## config.mk

```make
export PLATFORM = sky130hd
export DESIGN_NAME = cp0_regfile_p
export DESIGN_NICKNAME = d
export VERILOG_FILES = /design/src/rtl/cp0_regfile_p.sv
export SDC_FILE = /design/constraint.sdc
export NUM_CORES = 1
export LEC_CHECK = 0
export BUFFER_PORTS_ARGS = -buffer_cell sky130_fd_sc_hd__buf_2
export CORE_AREA = 2 2 135 137
export DETAILED_ROUTE_END_ITERATION = 6
export DIE_AREA = 0 0 137 139
export HOLD_SLACK_MARGIN = 0.02
export PLACE_DENSITY = 0.76
export SETUP_SLACK_MARGIN = 0.3
export SLEW_MARGIN = 0
export SYNTH_ARGS = -nofsm -noshare
export SYNTH_HDL_FRONTEND = slang
export SYNTH_SLANG_ARGS = --single-unit
```

## constraint.sdc

```tcl
create_clock -name clk -period 2.46 [get_ports clk]
set_clock_uncertainty 0.2 [all_clocks]
set_input_delay 0.246 -clock clk [delete_from_list [all_inputs] [get_ports clk]]
set_output_delay 0.246 -clock clk [all_outputs]
set_load 0.1 [all_outputs]
```

## src/rtl/cp0_regfile_p.sv

```systemverilog
// cp0_regfile_p: CP0 register file for the MIPS pipeline, updated from WB.
// Holds BadVAddr, Count, Compare, Status, Cause and EPC. Count advances
// through a TICK_DIV-cycle divider, the Count==Compare timer raises Cause.TI,
// and a registered interrupt request is offered to the pipeline.
module cp0_regfile_p #(
    parameter int HW_INT_NUM = 6,
    parameter int TICK_DIV   = 2,
    parameter int TI_LINE    = 5
) (
    input  logic                  clk,
    input  logic                  reset,
    input  logic [HW_INT_NUM-1:0] ext_int_in,
    input  logic                  wb_ex,
    input  logic [4:0]            wb_excode,
    input  logic [31:0]           wb_badvaddr,
    input  logic                  wb_bd,
    input  logic [31:0]           wb_pc,
    input  logic                  mtc0_we,
    input  logic [4:0]            c0_addr,
    input  logic [31:0]           c0_wdata,
    input  logic                  eret_flush,
    output logic [31:0]           c0_rdata,
    output logic [31:0]           c0_epc,
    output logic                  c0_status_exl,
    output logic                  int_req
);

    localparam logic [4:0] ADDR_BADVADDR = 5'd8;
    localparam logic [4:0] ADDR_COUNT    = 5'd9;
    localparam logic [4:0] ADDR_COMPARE  = 5'd11;
    localparam logic [4:0] ADDR_STATUS   = 5'd12;
    localparam logic [4:0] ADDR_CAUSE    = 5'd13;
    localparam logic [4:0] ADDR_EPC      = 5'd14;

    localparam logic [4:0] EXC_ADEL = 5'd4;
    localparam logic [4:0] EXC_ADES = 5'd5;

    // Divider needs at least one bit even when every cycle is a tick.
    localparam int              DIV_W    = (TICK_DIV > 1) ? $clog2(TICK_DIV) : 1;
    localparam logic [DIV_W-1:0] DIV_LAST = DIV_W'(TICK_DIV - 1);

    // Architectural state
    logic [31:0]      badvaddr_q, badvaddr_d;
    logic [31:0]      count_q,    count_d;
    logic [31:0]      compare_q,  compare_d;
    logic [7:0]       im_q,       im_d;
    logic             exl_q,      exl_d;
    logic             ie_q,       ie_d;
    logic             bd_q,       bd_d;
    logic             ti_q,       ti_d;
    logic [7:0]       ip_q,       ip_d;
    logic [4:0]       excode_q,   excode_d;
    logic [31:0]      epc_q,      epc_d;
    logic [DIV_W-1:0] div_q,      div_d;
    logic             int_req_q,  int_req_d;

    // Decoded MTC0 targets and helpers
    logic       wr_count;
    logic       wr_compare;
    logic       wr_status;
    logic       wr_cause;
    logic       wr_epc;
    logic       tick;
    logic [5:0] ip_hw;

    // Decode which register an MTC0 targets this cycle.
    always_comb begin
        wr_count   = mtc0_we && (c0_addr == ADDR_COUNT);
        wr_compare = mtc0_we && (c0_addr == ADDR_COMPARE);
        wr_status  = mtc0_we && (c0_addr == ADDR_STATUS);
        wr_cause   = mtc0_we && (c0_addr == ADDR_CAUSE);
        wr_epc     = mtc0_we && (c0_addr == ADDR_EPC);
    end

    // Count divider, Count/Compare and the timer interrupt flag.
    always_comb begin
        tick      = (div_q == DIV_LAST);
        count_d   = count_q;
        div_d     = div_q;
        compare_d = compare_q;
        ti_d      = ti_q;

        if (wr_count) begin
            count_d = c0_wdata;
            div_d   = '0;
        end else if (tick) begin
            count_d = count_q + 32'd1;
            div_d   = '0;
        end else begin
            div_d = div_q + DIV_W'(1);
        end

        // Only a real tick can fire the timer; a software load of Count never does.
        if (!wr_count && tick && ((count_q + 32'd1) == compare_q)) begin
            ti_d = 1'b1;
        end

        // Writing Compare acknowledges the timer and beats a same-cycle match.
        if (wr_compare) begin
            compare_d = c0_wdata;
            ti_d      = 1'b0;
        end
    end

    // Cause.IP: hardware lines sampled each cycle, software lines via MTC0.
    always_comb begin
        ip_hw          = 6'(ext_int_in);
        ip_hw[TI_LINE] = ip_hw[TI_LINE] | ti_q;
        ip_d           = {ip_hw, (wr_cause ? c0_wdata[9:8] : ip_q[1:0])};
    end

    // Status, exception entry, ERET and EPC/BadVAddr capture.
    always_comb begin
        im_d       = im_q;
        ie_d       = ie_q;
        exl_d      = exl_q;
        bd_d       = bd_q;
        excode_d   = excode_q;
        epc_d      = epc_q;
        badvaddr_d = badvaddr_q;

        if (wr_status) begin
            im_d  = c0_wdata[15:8];
            ie_d  = c0_wdata[0];
            exl_d = c0_wdata[1];
        end

        if (wr_epc && !wb_ex) begin
            epc_d = c0_wdata;
        end

        if (eret_flush && !wb_ex) begin
            exl_d = 1'b0;
        end

        // Exception overrides any same-cycle ERET or MTC0 on the fields it owns.
        if (wb_ex) begin
            exl_d    = 1'b1;
            excode_d = wb_excode;
            if (!exl_q) begin
                bd_d  = wb_bd;
                epc_d = wb_bd ? (wb_pc - 32'd4) : wb_pc;
            end
            if ((wb_excode == EXC_ADEL) || (wb_excode == EXC_ADES)) begin
                badvaddr_d = wb_badvaddr;
            end
        end
    end

    // Interrupt request built from the current register values.
    always_comb begin
        int_req_d = ie_q && !exl_q && (|(ip_q & im_q));
    end

    // Register update with synchronous reset.
    always_ff @(posedge clk) begin
        if (reset) begin
            badvaddr_q <= '0;
            count_q    <= '0;
            compare_q  <= '0;
            im_q       <= '0;
            exl_q      <= 1'b0;
            ie_q       <= 1'b0;
            bd_q       <= 1'b0;
            ti_q       <= 1'b0;
            ip_q       <= '0;
            excode_q   <= '0;
            epc_q      <= '0;
            div_q      <= '0;
            int_req_q  <= 1'b0;
        end else begin
            badvaddr_q <= badvaddr_d;
            count_q    <= count_d;
            compare_q  <= compare_d;
            im_q       <= im_d;
            exl_q      <= exl_d;
            ie_q       <= ie_d;
            bd_q       <= bd_d;
            ti_q       <= ti_d;
            ip_q       <= ip_d;
            excode_q   <= excode_d;
            epc_q      <= epc_d;
            div_q      <= div_d;
            int_req_q  <= int_req_d;
        end
    end

    // MFC0 read mux, combinational from c0_addr.
    always_comb begin
        c0_rdata = '0;
        unique case (c0_addr)
            ADDR_BADVADDR: c0_rdata = badvaddr_q;
            ADDR_COUNT:    c0_rdata = count_q;
            ADDR_COMPARE:  c0_rdata = compare_q;
            ADDR_STATUS:   c0_rdata = {9'd0, 1'b1, 6'd0, im_q, 6'd0, exl_q, ie_q};
            ADDR_CAUSE:    c0_rdata = {bd_q, ti_q, 14'd0, ip_q, 1'b0, excode_q, 2'd0};
            ADDR_EPC:      c0_rdata = epc_q;
            default:       c0_rdata = '0;
        endcase
    end

    // Direct register views for the pipeline.
    always_comb begin
        c0_epc        = epc_q;
        c0_status_exl = exl_q;
        int_req       = int_req_q;
    end

endmodule
```

==> results.cfg <==
[finish]
num-nets-final = 1588
drive_gt1_share_pct = 33.4
utilization_pct = 77.6
area_growth_pct = 58.7

[floorplanning]
start_util_pct = 48.9
num_rows = 49
top_level_ports = 184
core_sq_um = 17700
die_y_um = 139
dieArea_sq_um = 19000
die_w_um = 137

[global_routing]
grt_pass1_wl_um = 57100
grt_pass1_vias = 10100
grt_antenna_before_repair = 1
grt-busiest-layer = met2
gr-usage-all-layers_pct = 38.9
met3_usage_pct = 10.3
met1_usage_pct = 51.4
gr-total-overflow = 0
grt_max_degree = 157
gr-usage-met2_pct = 59.7

[timing]
worst_pin_slew_ns = 0.766
setup_viol = 0
finalCritPeriodShare_pct = 93.6
finalMaxSlewViolations = 0
hold-worst-slack_ns = 0.0277
slew_headroom_pct = 48.9
rsz0062_at_grt = yes
finalHoldViolCount = 0
fin_crit_ns = 2.30
fmax_mhz = 434

[power_and_ir_drop]
clock_power_share_pct = 41.0
combPwrFrac_pct = 18.7
ir_drop_v = 0.000543
total_power_uw = 6650
p_int_uw = 4470
power.density_nw_per_um2 = 485
seq_power_share_pct = 40.3
switching_share_pct = 32.7
p_leak_uw = 0.00543
power.switching_uw = 2170

[flow_run]
cap_violations = 0

[route]
drt_iter0_drc = 1616
drtPass1Iterations = 7
vias_per_cell = 6.38
drt-total-wl_um = 39600
drtAntennaViolNets = 0
wire_per_inst_um = 23.2
dr_total_vias = 10900
drc_errors = 24

[clock_tree]
worstSkewPairLatency_ns = 0.44
cts_tree = built
htreeDepth = 4
cts.sinks = 155
cts_buffers = 17
cts-root-buf = clkbuf_16
cts.path.max_buffers = 2
path_clk_slew_ns = 0.07

[worst_setup_path]
cp_top_family = buffers and inverters
crit_slowest_cell = or3b_4
crit_chain = buf_6 -> or3b_4 -> buf_6 -> nor2_4 -> buf_6 -> buf_12 -> buf_16 -> a22oi_2 -> nand3_4 -> buf_12
crit_buf_inv = 6
cp-start-kind = input port
path_common_cell = buf_6
r2r_slack_ns = 0.16
worst-path-max-fanout = 7
end_kind = primary output
r2r_cells = 9
rr_startpoint = count_q[23]
r2r-end = ti_q
critPathRequiredTime_ns = 2.01
path_class = in2out
slowest_delay_ns = 0.44
cp.arrival_ns = 1.86

[placement]
numPortBuffers = 183
hpwl_um = 24600
gp_congestion = 0.983

[synth]
netlist_area_sq_um = 8640
ys_seq_elements = 155
synth_top_flop_cell = dfxtp_1
syn_nets = 1241
yosys_warnings = 0
yosysMostFrequentCell = nand2_1
synth_top_area_cell = dfxtp_1
synth_top_area_share_pct = 35.9
avgSynthCellArea_sq_um = 7.71
async_flop_share_pct = 0
seq_area_frac_synth_pct = 35.9
synth_common_cells = nand2_1, dfxtp_1, nor2_1
synth_edf_count = 0
yosysUniqueCellTypes = 65
syn_inst = 1121
synth_top_cells_by_area = dfxtp_1, nand2_1, a22oi_1, xnor2_1, a21oi_1

[outcome]
status = finished with violations
violations = DRC

[min_path]
hold_path_depth = 3
worstHoldStart = wb_pc[25]
hold_class = in2reg
min_to = c0_epc[25]
## power groups by stage
stage	clock network, uW	logic, uW	registers (uW)
floorplan	0	341	2990
global placement	0	986	2720
detailed placement	0	995	2720
CTS	2690	1150	2670
global route	2820	1280	2680
finish	2730	1250	2680
## repair_timing
action                     in CTS  in global routing
pin swaps                      28                 38
buffers inserted               15                 28
resized for setup              70                 62
hold buffers                   96                  0
gates cloned                    6                  4
setup endpoints to repair      41                 83
hold endpoints to repair      149                  0
## worst max-delay path by stage
stage,startpoint,end,cells past startpoint
floorplan,c0_addr[4],c0_rdata[0],3
global placement,count_q[0],ti_q,9
detailed placement,count_q[0],ti_q,9
CTS,count_q[1],ti_q,9
global route,count_q[9],ti_q,8
finish,c0_addr[1],c0_rdata[10],10
## stage by stage
step	setup WS [ns]	cell area, sq um	cells	setup TNS (ns)
floorplan	-0.194	9010	1121	-0.194
global placement	0.115	11000	1529	0
detailed placement	0.102	11000	1529	0
CTS	0.176	13100	1678	0
global route	0.0446	13700	1711	0
finish	0.158	13700	1711	0
## layout make-up
class | instances | area (sq um)
multi-input cells | 860 | 5900
fillers | 1077 | 3950
repair buffers | 421 | 3750
flip-flops and latches | 155 | 3120
clock buffers | 17 | 425
well taps | 229 | 287
clock inverters | 15 | 171
inverters | 13 | 48.8
diodes | 1 | 2.50
## routing by layer
layer  wire (um)  vias up
li1            -     4678
met1       14500     5065
met2       17800      938
met3        5060      233
met4        2320        0
met5           0        -
## placed cells by master (no fill, tap or decap), types with 19 or more instances in the layout
cell type      instances
nor2_1                89
clkbuf_16             19
buf_6                 22
dfxtp_1              146
nand2_4               19
a22oi_2               26
a21oi_1               85
a211oi_1              32
nand4_1               25
buf_12                40
buf_2                148
nand3_1               25
nand2_1              195
dlygate4sd3_1         94
xor2_1                47
a22oi_1               48
xnor2_1               51
buf_4                106
## registers in the layout (all words and copies together), names as in the netlist
name,cells
excode_q,5
ti_q,1
c0_status_exl,1
int_req,1
bd_q,1
c0_epc,32
badvaddr_q,32
im_q,8
count_q,32
ie_q,1
ip_q,8
compare_q,32
div_q,1
## worst register-to-register path, cell delays in order, from the launching register on
cell,delay [ns]
dfxtp_1,0.36
buf_4,0.19
nand4_1,0.21
nor2_4,0.19
xnor2_1,0.11
o21ba_2,0.22
a2111oi_1,0.37
buf_4,0.18
nand4_1,0.09
o21ai_1,0.13
## logic make-up (layout without fill, tap and decap cells)
logic type                 count (synthesis)  count (layout)  synth area share (%)
and+or+nand+nor                          482             482                  26.8
muxes                                     10              10                  1.16
other                                      0               1                     0
buffers and inverters                    106             466                  5.06
xor gates and xnor gates                 100             100                  10.1
DFF                                      155             155                  35.9
adders and majority gates                  2               2                 0.290
AOI/OAI and AO/OA                        266             266                  20.7
No activity file was read; power rests on OpenSTA's default activity.
